$ cat src/rtl/ghost_move_sched.sv
// Ghost motion scheduler: a score-dependent period counter starts a round-robin move sweep in vblank.
// Define GHOST_FACE_TIMER_EN to build the shared face-tile timer; otherwise face_sel is tied low.
module ghost_move_sched #(
    parameter int N_GHOSTS    = 4,
    parameter int TIME_MAX    = 4600000,
    parameter int MIN_PERIOD  = 100000,
    parameter int FACE_PERIOD = 20000000
) (
    input  logic                clk,
    input  logic                reset,
    input  logic                enable,
    input  logic [25:0]         speed_offset,
    input  logic                vblank,
    input  logic [N_GHOSTS-1:0] chase_ok,
    input  logic [N_GHOSTS-1:0] move_ack,
    input  logic                clr_overrun,
    output logic [N_GHOSTS-1:0] move_req,
    output logic                busy,
    output logic                overrun,
    output logic                face_sel
);
    localparam int                IW         = (N_GHOSTS > 1) ? $clog2(N_GHOSTS) : 1;
    localparam logic [26:0]       TIME_MAX_W = 27'(TIME_MAX);
    localparam logic [26:0]       MIN_PER_W  = 27'(MIN_PERIOD);
    localparam logic [26:0]       CLAMP_AT   = 27'(TIME_MAX - MIN_PERIOD);
    localparam logic [IW-1:0]     LAST_IDX   = IW'(N_GHOSTS - 1);
    localparam logic [N_GHOSTS-1:0] ONE      = N_GHOSTS'(1);

    if (N_GHOSTS < 2 || N_GHOSTS > 8 || TIME_MAX >= 2**26 || 2*FACE_PERIOD > 2**26) begin : g_bad_params
        $error("ghost_move_sched: parameters out of range");
    end

    typedef enum logic [1:0] {IDLE, ISSUE, WAIT_ACK} state_t;

    state_t        state;
    logic [IW-1:0] idx;
    logic [25:0]   cnt;
    logic          pending;
    logic [26:0]   offset_w;
    logic [26:0]   period;
    logic          tick;
    logic          last;

    // 27-bit arithmetic so a large offset clamps instead of wrapping.
    always_comb begin
        offset_w = {1'b0, speed_offset};
        period   = (offset_w >= CLAMP_AT) ? MIN_PER_W : (TIME_MAX_W - offset_w);
        tick     = enable && ({1'b0, cnt} >= period);
    end

    assign busy = (state != IDLE);
    assign last = (idx == LAST_IDX);

    always_ff @(posedge clk) begin
        if (reset)
            cnt <= '0;
        else if (!enable || tick)
            cnt <= '0;
        else
            cnt <= cnt + 26'd1;
    end

    // A tick only arms pending when nothing is queued or running; otherwise it is dropped and flagged.
    always_ff @(posedge clk) begin
        if (reset) begin
            pending <= 1'b0;
            overrun <= 1'b0;
        end else begin
            if (tick && (pending || busy))
                overrun <= 1'b1;
            else if (clr_overrun)
                overrun <= 1'b0;

            if (!enable)
                pending <= 1'b0;
            else if (tick && !pending && !busy)
                pending <= 1'b1;
            else if (state == IDLE && vblank)
                pending <= 1'b0;
        end
    end

    always_ff @(posedge clk) begin
        if (reset) begin
            state    <= IDLE;
            idx      <= '0;
            move_req <= '0;
        end else begin
            case (state)
                IDLE: begin
                    if (pending && vblank) begin
                        idx   <= '0;
                        state <= ISSUE;
                    end
                end
                ISSUE: begin
                    if (!enable) begin
                        state <= IDLE;
                    end else if (chase_ok[idx]) begin
                        move_req <= ONE << idx;
                        state    <= WAIT_ACK;
                    end else if (last) begin
                        state <= IDLE;
                    end else begin
                        idx <= idx + IW'(1);
                    end
                end
                WAIT_ACK: begin
                    if (move_ack[idx]) begin
                        move_req <= '0;
                        if (last || !enable) begin
                            state <= IDLE;
                        end else begin
                            idx   <= idx + IW'(1);
                            state <= ISSUE;
                        end
                    end
                end
                default: state <= IDLE;
            endcase
        end
    end

`ifdef GHOST_FACE_TIMER_EN
    localparam logic [25:0] FACE_LAST = 26'(2*FACE_PERIOD - 1);
    localparam logic [25:0] FACE_HALF = 26'(FACE_PERIOD);

    logic [25:0] face_cnt;

    // Free-running; the face animation keeps going while the game is paused.
    always_ff @(posedge clk) begin
        if (reset)
            face_cnt <= '0;
        else if (face_cnt == FACE_LAST)
            face_cnt <= '0;
        else
            face_cnt <= face_cnt + 26'd1;
    end

    assign face_sel = (face_cnt >= FACE_HALF);
`else
    assign face_sel = 1'b0;
`endif

endmodule
$ cat config.mk
export PLATFORM = sky130hd
export DESIGN_NAME = ghost_move_sched
export DESIGN_NICKNAME = d
export VERILOG_FILES = /design/src/rtl/ghost_move_sched.sv
export SDC_FILE = /design/constraint.sdc
export NUM_CORES = 1
export LEC_CHECK = 0
export BUFFER_PORTS_ARGS = -buffer_cell sky130_fd_sc_hd__buf_4
export CAP_MARGIN = 10
export CORE_MARGIN = 2
export CORE_UTILIZATION = 62
export CTS_BUF_LIST = sky130_fd_sc_hd__clkbuf_8 sky130_fd_sc_hd__clkbuf_16
export CTS_CLUSTER_SIZE = 10
export DETAILED_ROUTE_END_ITERATION = 8
export PLACE_DENSITY = 0.87
export REMOVE_ABC_BUFFERS = 1
export SYNTH_ARGS = -nofsm -noshare
export SYNTH_HDL_FRONTEND = slang
export SYNTH_SLANG_ARGS = --single-unit
$ cat constraint.sdc
create_clock -name clk -period 8.38 [get_ports clk]
set_input_delay 0.838 -clock clk [delete_from_list [all_inputs] [get_ports clk]]
set_output_delay 0.838 -clock clk [all_outputs]
set_load 0.02 [all_outputs]
; After elaboration in Yosys (flattened, before gate mapping)
; Index checks and enable logic that the tools add are counted.
[word_totals]
register_bits = 36
input_bits = 39
[op_classes]
magnitude_cmp = 3
shift = 1
eq_ne = 11
bitwise_logic = 1
addsub = 3
n_reduce_logical = 23
n_mux = 27
[ops]
columns = operator, n
row1 = $ge 26x27->1, 1
row2 = $mux 27, 1
row3 = $sub 23x26->27 const A, 1
row4 = $add 26x1->26 const B, 1
row5 = $ge 26x23->1 const B, 1
row6 = $mux 2, 11
row7 = $mux 4, 3
row8 = $ne 2x2->1 const B, 6
row9 = $pmux 2 s3, 2
row10 = $pmux 4 s2, 1
row11 = $reduce_bool 2->1, 4
row12 = $mux 1, 7
row13 = $reduce_and 7->1, 1
row14 = $logic_and 1x1->1, 6
row15 = $bmux 1 s2, 2
row16 = $eq 2x2->1 const B, 2
row17 = $ne 4x4->1 const B, 1
row18 = $reduce_and 4->1, 1
row19 = $reduce_or 2->1, 2
row20 = $shl 1x2->4 const A, 1
row21 = $logic_not 1->1, 3
row22 = $logic_or 1x1->1, 3
row23 = $lt 2x3->1 const B, 1
row24 = $reduce_and 3->1, 1
row25 = 6 further kinds, 6

; Longest topological paths before layout
; Gate-level depths: netlist of the first run.
[logic_depth]
word_depth = 7
depth_mapped = 15
mapped_depth_nobuf = 14

; Worst setup path before layout of the first run
; OpenSTA, ideal clock, no wires.
[synth_path]
kind = input to register
startpoint = input speed_offset[2]
endpoint = register cnt[18]
n_path_buf = 1
required_time_ns = 8.316
arrival_time_ns = 3.839
path_slack_ns = 4.477
path_stages = 14
cell_sequence = nor4_1 -> a21oi_1 -> o21a_1 -> o21bai_2 -> and3_1 -> o21ai_1 -> ha_1 -> nand4_1 -> nor3_1 -> a221o_1 -> a2111oi_0 -> o21ai_1 -> buf_2 -> nor2_1
[synth_between]
elab_chain_len = 6
word_cells_on_any_way = 7
classes_between = add/sub: 1 / order compare: 2 / mux: 1 / reduce/logical: 3
[synth_rtl]
columns = item, line_no
row1 = start: declaration, 12  ; input logic [25:0] speed_offset,
row2 = $sub 23x26->27 / $ge 26x23->1 (equally long branches), 47  ; period = (offset_w >= CLAMP_AT) ? MIN_PER_W : (TIME_MAX_W - offset_w);
row3 = $mux 27 (*), 47
row4 = $ge 26x27->1 (*), 48  ; tick = enable && ({1'b0, cnt} >= period);
row5 = $logic_and 1x1->1 (*), 48
row6 = $logic_or 1x1->1 (*), 57  ; else if (!enable || tick)
row7 = $reduce_or 2->1 (no source line) (*), -
row8 = end signal: assignment, 60  ; cnt <= cnt + 26'd1;
row9 = end: declaration, 37  ; logic [25:0] cnt;
; Mark *: on every way between the ends. The rest lies on a longest branch, timed or not.
; A chain may end at the register's enable or synchronous reset.

; Worst setup path in the final report of the first run
[layout_path]
startpoint = input speed_offset[2]
endpoint = register cnt[22]
; The elaborated chain is that of the path after synthesis.

==> results, run 1 <==
- For the worst setup path, the data required time is about 8.6 ns.
- Measured along the x axis, the die boundary spans between 70 and 80 um.
- By startpoint and endpoint, the worst setup path is classified as in2reg.
- The full die area is approximately 0.0052 mm2.
- The buffer count from post-CTS setup fixing is 0.
- TritonCTS created 5 clock buffers.
- The via count of the first global-routing pass is about 2,600.
- The global-route wire length before repair is ~11 mm.
- Excluding fillers, the count of instances in the completed layout stands at between 400 and 500.
- At the end of the flow, the number of nets in the layout was 490.
- After detailed routing, the number of vias per cell comes to between 5 and 6.
- At the end of the flow the core is filled with cells to between 70% and 80%.
- For this block, the via count after detailed routing is ~2,700.
- The floorplan step defined a core boundary enclosing between 0.004 and 0.005 mm2.
- The count of nets left with antenna violations once routing finished came out at 0.
- After routing, the total negative slack on setup checks comes to 0 ns.
- Sequential cells were found to cover between 20% and 30% of the synthesized design area.
- The clock tree synthesis step divided the H-tree into 2 levels.
- The actual transition at the worst max-transition pin is roughly 0.68 ns.
- The library cell used most frequently in the layout, excluding fill and tap cells, is nor2_1.
- The average footprint of a synthesized cell is slightly below 8 um2.
- The leakage power summed over all cells is 1.44 nW.
- The number of buffer cells added on primary ports is 44.
- After detailed placement, the design holds a cell count of 460.
- Compared with the post-synthesis result, the final layout area differs by 16.6%.
- Leaving out fill and tap cells, the most frequent cells in the layout are nor2_1 (55), buf_4 (46), nand2_1 (38), ha_1 (36), dfxtp_1 (36).
- The clock passes through at most 2 buffers.
- The maximum number of pins on one net before global-route repair is 23.
- The peak clock frequency supported by timing is 0.239 GHz.
- The total count of max-transition violations in the final report is 0.
- The max capacitance violation total is 0.
- The average detailed-routed wire length per instance is around 13 um.
- The count of standard-cell rows is 24.
- The hold buffer count at cts is 0.
- Global routing used a little over a quarter of the available tracks.
- The synthesized design contains 0 enable-type register cells.
- The class of the most critical hold timing path is reg2reg.
- Before antenna repair, the detailed router went through 4 iterations.
- After clock tree synthesis, the clock-pin slew on the worst setup and hold paths is around 0.070 ns.
- After detailed routing, the number of remaining DRC violations is 0.
- Setup violations remaining at the end of the flow were counted as 0.
- The kind of end point of the critical path is a flop.
- The clock tree from TritonCTS is yes.
- The first routing iteration left 58 violations.
- The sum of overflow across all layers after global routing is 0.
- The post-synth design cell area is between 0.002 and 0.003 mm2.
- For this design the ratio of total power to cell area is approximately 110 mW/mm2.
- For this run, the number of Yosys warnings is 0.
- The repair_antennas step left the layout with diodes totalling 0.
- The worst setup path is launched from an input pin.
- The top fanout value on the critical path is 22.
- In the synthesized netlist the dominant register cell turns out to be dfxtp_1.
- The fraction of layout cells with a size suffix above 1 is about 14%.
- For this design the top-level I/O count stands at 46.
- The shortest period the worst path allows is between 4 and 5 ns.
- The synthesized netlist contains between 40 and 50 unique library cells.
- The global placer's final weighted congestion is slightly above 0.8.
- The flow ran to the end, and the final reports show no timing, DRC or antenna violations.
- The placed wire-length estimate is between 5 and 6 mm.
- The number of hold violations in the final report came to 0.
- The synthesized design contains 36 register bits.
- Setup repair after global routing left no endpoint under its margin.
- STA puts the critical path data arrival time at 4.41 ns.
- The number of sinks handled by clock tree synthesis is 36.
- The effective utilization at floorplan is about two thirds.
- The number of antenna violations at the first check in global routing is 0.
- The clock reaches the later pin of the worst-skew pair after just under 0.3 ns.
- The fraction of registers with async set/reset is 0%.
- The post-layout total power is around 0.37 mW.
- Between clock sinks in the finished design, the worst skew comes to approximately 0.0061 ns.
- The headroom to the max-slew limit is a little over half.
- The routed wire length is approximately 6.3 mm.
- The post-synthesis instance total is 367.
- Across the VDD grid, the largest voltage drop is around 55 uV.
- The CTS root buffer is clkbuf_8.
- The final hold slack is 0.484 ns.
- Measured along the y axis, the die boundary spans ~72 um.
- Once the clock tree was built, the resizer swapped 0 gates to a different size.
- The final critical-path share of the clock period is 50.0%.
[state kept, by name, indices dropped and copies added, names as in the netlist]
register	count
cnt	26
move_req	4
pending	1
idx	2
state	2
overrun	1
[layer usage]
metal,vias up,share of wire [%],GRT usage (%)
met5,-,0,0
met4,0,2.4,10.5
met3,11,5.6,3.19
met2,88,50,48.2
met1,1211,42,30.2
li1,1379,-,-
[cells in the mapped netlist (4+ instances only)]
| master | number | area share, % |
|---|---|---|
| nor2_1 | 55 | 7.1 |
| nand2_1 | 38 | 4.9 |
| dfxtp_1 | 36 | 25 |
| ha_1 | 36 | 16 |
| xor2_1 | 21 | 6.3 |
| a21oi_1 | 18 | 3.1 |
| xnor2_1 | 17 | 5.1 |
| inv_1 | 16 | 2.1 |
| nand3_1 | 13 | 2.2 |
| nand4_1 | 10 | 2.2 |
| nor3_1 | 9 | 1.6 |
| nand2b_1 | 7 | 1.5 |
| o21ai_0 | 7 | 1.2 |
| and3_1 | 6 | 1.3 |
| nand3b_1 | 6 | 1.6 |
| nor2b_1 | 6 | 1.3 |
| nor4_1 | 6 | 1.3 |
| and2_1 | 5 | 1.1 |
| clkbuf_1 | 4 | 0.52 |
| mux2i_1 | 4 | 1.4 |
[cell type report]
| type | instances | area (um2) |
|---|---|---|
| fill | 357 | 1030 |
| clock buffer | 7 | 96.3 |
| sequential | 36 | 721 |
| timing repair buffer | 46 | 345 |
| inverter | 16 | 60.1 |
| multi-input combinational | 310 | 2090 |
| tap | 52 | 65.1 |
[where the power goes]
| part | internal, mW | total [mW] | switching, mW |
|---|---|---|---|
| Sequential | 0.172 | 0.174 | 0.00136 |
| Clock | 0.0732 | 0.132 | 0.0589 |
| Combinational | 0.0292 | 0.0595 | 0.0303 |
[stage by stage]
stage / worst slack (ns) / area, um2
global placement: 4.10 / 3280
detailed placement: 3.87 / 3280
CTS: 4.20 / 3380
finish: 4.19 / 3380
floorplan: 4.04 / 2870
global route: 3.91 / 3380
[worst paths after layout]
kind         cells past startpoint     endpoint            start  slack [ns]
max                             15      cnt[22]  speed_offset[2]        4.19
min reg2reg                      2  move_req[0]      move_req[0]        0.48
max reg2reg                      9      cnt[22]           cnt[0]        5.90
min                              2  move_req[0]      move_req[0]        0.48
[worst max-delay path, stage by stage]
cell and delay, ns:
buf_4 0.12, nor4_1 0.61, a21oi_1 0.28, o21a_1 0.27
o21bai_2 0.17, and3_1 0.17, o21ai_1 0.06, ha_1 0.29
nand4_1 0.12, nor3_1 0.07, a221o_1 0.34, a2111oi_0 0.44
o21ai_1 0.24, buf_4 0.27, nor2_1 0.12
[cell families (layout without fill, tap and decap cells)]
family | count (synthesis) | in the layout | synth area share (%)
compound gates | 57 | 57 | 13.2
other cells | 2 | 4 | 0.259
flops | 36 | 36 | 24.9
fa+ha+maj | 36 | 36 | 15.5
xor+xnor | 38 | 38 | 11.5
buf+inv | 23 | 69 | 3.20
mux | 7 | 7 | 3.45
simple gates | 168 | 168 | 28.0
Power figures use the tool's default switching activity.
==> run 2, diff against run 1 <==
- ABC_AREA: unset -> 1
- CORE_UTILIZATION: 62 -> 53
- PLACE_DENSITY: 0.87 -> 0.78
- clock period: 8.38 -> 3.61 ns (I/O delays scaled with it)
==> run 2 against run 1 <==
Hold slack worse by 0.18 ns. Critical path depth is 5 higher. First-iteration DRC count grew to 3.0 times the previous value. Design area is 16% higher. Combinational power grew to 2.8 times the previous value. Non-clock buffer count is 2 higher. Total power grew to 2.5 times the previous value. Global-route usage is 2.9 points lower. Synthesized cell count is 41% higher.
==> results, run 2 <==
- The run finished with clean final reports.
- The launching point of the worst reg2reg path is cnt[21].
- The internal power is between 0.6 and 0.7 mW.
- The number of enable-type register cells in the synthesized netlist is 0.
- The multi-input logic area is between 0.002 and 0.0025 mm2.
- In the layout the commonest cells are nand2_1 (113), inv_1 (69), nor2_1 (56), buf_4 (46), nand3_1 (40).
- Synthesis handed over a netlist of roughly 520 instances.
- The number of buffers on the longest clock path is 2.
- The detailed router placed ~3,400 vias in this run.
- The average instance in the mapped netlist occupies about 6.6 um2.
- 46 I/O pins were placed.
- For this run, the top clock speed supported by timing is between 0.3 and 0.4 GHz.
- After synthesis, the most frequently instantiated cells are nand2_1 (113), inv_1 (69), nor2_1 (56).
- After synthesis the netlist holds a flip-flop and latch count of 36.
- The CTS root buffer is clkbuf_8.
- The worst reg-to-reg setup slack is ~1.6 ns.
- Across the run, the number of max-cap violations was 0.
- The congestion estimate from routability-driven global placement came to 0.980.
- The area of the core region is about 0.0063 mm2.
- The hold buffer count at cts is 0.
- The clock power share is 38.8%.
- The fraction of layout cells with a size suffix above 1 is between 15 and 20%.
- In the final layout, the registers with the most flip-flops are cnt: 26 flops, move_req: 4 flops.
- The min-delay analysis places its worst path in the category in2reg.
- In the post-synthesis netlist, the cell with the most instances is nand2_1.
- Detailed placement finished with a half-perimeter wire length of between 6 and 7 mm.
- The post-layout total power is approximately 0.93 mW.
- Once detail routing completed, the nets flagged for antenna violations numbered 0.
- The number of hold violations in the final report is 0.
- The number of antenna diodes in the final layout is 0.
- The clock arrives with a little over 0.004 ns of skew.
- The final layout contains 641 nets.
- Buffers added to address setup during post-CTS repair amount to 0.
- The count of distinct cell types in the synthesized netlist is between 40 and 50.
- The count of unresolved DRC violations after routing is 0.
- In this run the tool buffered the top-level ports with between 40 and 50 buffer cells.
- Sequential cells account for 43.5% of the total power.
- The die is roughly 84 um tall.
- The Yosys step of the flow raised 0 warnings.
- The biggest area contributor in the post-synthesis netlist is dfxtp_1.
- The relative contribution of combinational cells to total power is between 10% and 20%.
- The kind of end point of the critical path is a flop.
- The number of antenna violations at the first check in global routing is 0.
- Setup repair after global routing left no endpoint under its margin.
- The analysis attributes to net switching a power of ~0.26 mW.
- The average detailed-routed wire length per instance is around 12 um.
- In this run the biggest area consumer among cell types represents a little over a fifth of the synthesized area.
- The setup TNS after final layout is 0 ns.
- The via count of the first global-routing pass was about 3,300.
- The layout has between 500 and 600 filler cells.
- The worst hold path begins at reset.
- The maximum number of pins on one net before global-route repair is 16.
- The classification of the worst setup path is in2reg.
- The clock tree from TritonCTS is yes.
- The number of DRC markers after the initial detailed-route iteration is 175.
- Summed over all layers, the global routing overflow is 0.
- The setup-violating endpoint count in the final report is 0.
- The layout-stage area growth over the synthesis result is 15.5%.
- The library cell used most frequently in the layout, excluding fill and tap cells, is nand2_1.
- The worst path in the final design needs a cycle of 3.27 ns, including I/O delays and setup.
- The number of sinks handled by clock tree synthesis is 36.
- VDD sags by at most between 200 and 250 uV.
- Summed over all layers, the routed wires come to between 7 and 8 mm.
- The count of standard-cell rows is 29.
- The number of buffers created by CTS is 5.
- The total count of max-transition violations in the final report came to 0.
- Across the whole layout, storage elements account for between 700 and 800 um2.
- The arrival time at the worst endpoint is around 3.5 ns.
- In this run the static leakage power is about 1.8 nW.
- The worst path uses 90.6% of the clock period.
- The first global-routing pass estimated roughly 14 mm of wire.
- The required time at the worst-slack endpoint is 3.79 ns.
- Counting flops with an async set or reset pin after synthesis yields a share of 0%.
- The endpoint of the most critical register-to-register path is cnt[19].
- The floorplan step set the die width to 84.2 um.
- The first detailed-routing pass took 5 iterations.
- STA classifies the critical path startpoint as an input pin.
- The path with the worst hold slack has its endpoint at move_req[0].
- The global routing usage summed across all routing layers is roughly 23%.
- For this design the ratio of total power to cell area is between 200 and 250 mW/mm2.
- The switching share of total power is approximately 27%.
- The total number of H-tree levels is 2.
- Of all nets on the critical path, the largest fanout is 15.
- The clock-pin transition on the worst setup and hold timing paths is approximately 0.08 ns.
- The effective utilization at floorplan is roughly 54%.
- The average via count per standard cell is around 5.3.
- Counting flops per register, the top entry is cnt.
- By area the synthesized netlist is led by dfxtp_1 (21%), ha_1 (13%), nand2_1 (12%), inv_1 (7.6%), nor2_1 (6.2%).
- The full die area is slightly above 0.007 mm2.
- The worst hold path cell count is 2.
- The most used flip-flop cell after synthesis is dfxtp_1.
- The clock insertion delay at the later pin of the skew report is between 0.2 and 0.3 ns.
- The post-synth design cell area is between 0.003 and 0.004 mm2.
- For this run, the register share of the synthesized area comes to between 20% and 30%.
- The number of gates given a new drive strength after cts is 0.
- The register with the most flip-flops in the layout has 26 of them.
- The number of cells on the worst reg-to-reg path is 9.
==> run 2: changes by cell type after synthesis, moves of 5 or more <==
cell,previous run,this run
and3_1,6,0
inv_1,16,69
nand2_1,38,113
nand2b_1,7,0
nand3_1,13,40
nand4_1,10,20
nor2_2,1,21
nor2b_1,6,1
o21ai_0,7,14
xnor2_1,17,12
==> run 2: power by group through the flow <==
stage	logic, mW	registers [mW]	clock network [mW]
after CTS	0.164	0.404	0.363
after global placement	0.161	0.413	0
after global routing	0.185	0.405	0.382
final	0.164	0.404	0.361
after floorplan	0.0902	0.413	0
after detailed placement	0.163	0.414	0
==> run 2: final cells by class <==
cell class              count  share of cell area (%)
multi-input cells         406                    60.0
flip-flops and latches     36                    18.3
repair buffers             48                    9.79
inverters                  69                    6.58
well taps                  77                    2.45
clock buffers               5                    1.75
clock inverters             3                    1.08
==> run 2: per-stage QoR <==
step / instances / utilization (%) / hold slack [ns] / worst slack (ns) / instance area [um2]
final: 644 / 62.7 / 0.300 / 0.340 / 3940
after global routing: 644 / 62.7 / 0.308 / 0.00207 / 3940
after CTS: 644 / 62.7 / 0.302 / 0.389 / 3940
after detailed placement: 636 / 60.9 / 0.458 / 0.115 / 3820
after global placement: 636 / 60.9 / 0.458 / 0.146 / 3820
after floorplan: 511 / - / 0.430 / 0.179 / 3340
==> run 2: worst max-delay path by stage <==
stage	depth (start not counted)	endpoint	start
global route	20	cnt[17]	speed_offset[0]
finish	20	cnt[19]	speed_offset[0]
detailed placement	20	cnt[19]	speed_offset[0]
CTS	20	cnt[19]	speed_offset[0]
global placement	20	cnt[19]	speed_offset[0]
floorplan	14	cnt[17]	speed_offset[20]
==> run 2: cells by family (layout without fill, tap and decap cells) <==
| kind of cell | count (synthesis) | after routing | synth area share (%) |
|---|---|---|---|
| buffers and inverters | 77 | 125 | 9.73 |
| and+or+nand+nor | 288 | 288 | 40.1 |
| xor gates and xnor gates | 30 | 30 | 7.71 |
| AOI/OAI and AO/OA | 48 | 48 | 7.93 |
| adders and majority gates | 36 | 36 | 13.2 |
| DFF | 36 | 36 | 21.1 |
| other | 2 | 4 | 0.220 |
==> run 2: worst max-delay path, stage by stage <==
cell and delay, ns:
buf_4 0.10, inv_1 0.10, ha_1 0.23, nand4_1 0.19, nand2_1 0.21, nand3_2 0.12
nand2_1 0.13, nand2_1 0.11, o21ai_0 0.27, nand2_1 0.09, nand3_1 0.11, ha_1 0.17
nand2_1 0.08, nor3_1 0.34, nor2b_1 0.19, nand2_1 0.08, nand3_2 0.10, or2_1 0.22
buf_12 0.19, nor2_1 0.06
==> run 2: metal layers <==
metal  up-vias  track usage (%)  share of wire, %
li1       1782                -                 -
met1      1547             30.7                48
met2        56             39.8                48
met3         5             4.42               3.6
met4         0             3.81              0.33
met5         -                0                 0
==> run 3, diff against run 2 <==
- CORE_UTILIZATION: 53 -> 29
- PLACE_DENSITY: 0.78 -> 0.48
==> run 3 against run 2 <==
First-iteration DRC count grew 5.1%. Cell count grew 10%. Critical path type unchanged. Clock-buffer cell count is the same. Largest cell class unchanged. Hold slack gained 0.028 ns. Combinational power is essentially flat. Clock skew grew 0.0059 ns. Total power grew 14%.
==> results, run 3 (synthesized netlist as in run 2, its figures left out) <==
- The flow ran to the end, and the final reports show no timing, DRC or antenna violations.
- Across the routed clock network, the largest skew measured is 0.00990 ns.
- The global placer's final weighted congestion is around 0.9.
- The repair_antennas step left the layout with diodes totalling 0.
- In the final layout, the registers with the most flip-flops are cnt: 26 flops, move_req: 4 flops.
- Counting cells, the worst reg-to-reg path comes to 9.
- The number of hold violations in the final report is 0.
- The number of DRC markers after the initial detailed-route iteration is around 180.
- Setup violations remaining at the end of the flow were counted as 0.
- Setup repair after global routing left no endpoint under its margin.
- The worst hold path cell count is 2.
- The number of setup buffers added after CTS is 0.
- The leading cell type in the layout, fill and taps excluded is nand2_1.
- The worst hold path begins at reset.
- After clock tree synthesis, the clock-pin slew on the worst setup and hold paths is 0.06 ns.
- The critical path crosses 20 cells after its start point.
- The area growth from synthesis to layout is 19.2%.
- The most numerous cell type found on the critical path is nand2_1.
- The sum of overflow across all layers after global routing is 0.
- The first global-routing pass estimated ~14 mm of wire.
- The arrival time at the worst endpoint is between 3 and 4 ns.
- The net total in the final layout is roughly 640.
- On the critical path the largest part of the delay comes from simple AND/OR/NAND/NOR gates.
- The peak clock frequency supported by timing is 0.311 GHz.
- The placed wire-length estimate is approximately 6.9 mm.
- Walking the worst path, the cells encountered are buf_4, inv_1, ha_1, nand4_1, nand2_1, nand3_2, nand2_1, nand2_1, o21ai_0, nand2_1, nand3_1, ha_1, nand2_1, nor3_1, nor2b_1, nand2_1, nand3_2, or2_1, buf_4, nor2_1.
- In the routed layout, each cell is associated on average with a via count of between 4 and 5.
- Wires add up to 8.32 mm.
- The slowest stage of the critical path belongs to the cell nor3_1.
- Measured along the y axis, the die boundary spans approximately 110 um.
- The max capacitance violation total is 0.
- The initialized floorplan defines 39 standard-cell rows.
- Of all nets on the critical path, the largest fanout is 12.
- The average detailed-routed wire length per instance is 11.7 um.
- The delay of the slowest critical-path stage is approximately 0.37 ns.
- The via count of the first global-routing pass came to 3,059.
- The flip-flop count of the largest register after layout is 26.
- Adding up every negative setup slack in the final design gives 0 ns.
- In this run the clock root is driven by a clkbuf_16.
- For this design, the sink count on the clock tree is 36.
- The final hold slack is between 0.3 and 0.4 ns.
- The hold buffer count at cts is 0.
- The launching point of the worst reg2reg path is cnt[22].
- The library cells used most frequently in the layout, excluding fill and tap cells, are nand2_1 (113), inv_1 (69), nor2_1 (56), buf_4 (47), nand3_1 (40).
- The number of antenna violations at the first check in global routing was 0.
- The clock tree from TritonCTS is yes.
- In this run the number of H-tree levels came out at 2.
- The number of buffers created by CTS is 5.
- The die is 112 um wide.
- The shortest period the worst path allows is 3.22 ns.
- Buffers placed on the I/O ports in this run total 44.
- The number of iterations in the first detailed-routing pass is 5.
- The leakage power summed over all cells is between 1.5 and 2 nW.
- The first element of the critical path is speed_offset[0].
- STA classifies the critical path startpoint as an input pin.
- The fraction of layout cells with a size suffix above 1 is between 15 and 20%.
- The via count is ~3,300.
- The fraction of the core area covered by cells at the end of the flow is a little over a third.
- For this design the top-level I/O count stands at 46.
- The power per cell area is ~260 mW/mm2.
- The full die area is 0.0126 mm2.
- Entering global routing, the biggest net connects 14 pins.
- The total count of max-transition violations in the final report is 0.
- The floorplan step defined a core boundary enclosing around 0.011 mm2.
- STA puts the critical path data required time at between 3 and 4 ns.
- Clock latency on the worst-skew pair, taken at its later pin, is roughly 0.28 ns.
- The initial utilization of the core area, before any placement, comes to a little under 30%.
- In the global route stage, overall resource usage came out at between 10% and 20%.
- The worst vdd rail ir drop is 232 uV.
- After detailed routing, the number of remaining DRC violations is 0.
- The class of the most critical hold timing path is in2reg.
- The residual antenna-violating net count after detailed routing is 0.
- The layout has 1,231 filler cells.
- The critical path is of the in2reg type.
- The number of buffers and inverters on the critical path is 3.
- The final critical-path share of the clock period is just under 90%.
- Across the whole layout, storage elements account for 721 um2.
- Gates resized during post-CTS repair numbered 0.
- STA classifies the critical path endpoint as a flop.
- In the final layout, the multi-input gates occupy 0.00236 mm2.
- The top register by number of flip-flops is cnt.
- The clock passes through at most 2 buffers.
## run 3: metal layers
| layer | vias up | share of wire, % | track usage (%) |
|---|---|---|---|
| met5 | - | 0 | 0 |
| met4 | 0 | 0.28 | 2.03 |
| met3 | 2 | 3.0 | 2.05 |
| met2 | 52 | 46 | 21.7 |
| met1 | 1479 | 51 | 19.1 |
| li1 | 1789 | - | - |
## run 3: final cells by class
| type | instances | share of cell area, % |
|---|---|---|
| clock buffer | 5 | 3.08 |
| clock inverter | 3 | 1.05 |
| inverter | 69 | 6.38 |
| multi-input combinational | 406 | 58.2 |
| sequential | 36 | 17.7 |
| tap | 143 | 4.40 |
| timing repair buffer | 48 | 9.18 |
## run 3: path summary, 6_finish.rpt
kind                            slack, ns          end
worst min-delay path                 0.33  move_req[2]
worst min register to register       0.47  move_req[2]
worst max register to register       1.51      cnt[10]
worst max-delay path                 0.39      cnt[10]
## run 3: per-stage QoR
step                      cells  area [um2]  worst slack [ns]  power [mW]
after floorplan             511        3340             0.179       0.503
after global placement      702        3890             0.256       0.576
after detailed placement    702        3890             0.161       0.576
after CTS                   710        4060             0.437        1.07
after global routing        710        4060            0.0582        1.12
final                       710        4060             0.395        1.06
## run 3: power by group
group	switching [mW]	internal, mW
logic	0.0946	0.0682
clock network	0.171	0.324
registers	0.00431	0.401
total	0.270	0.793
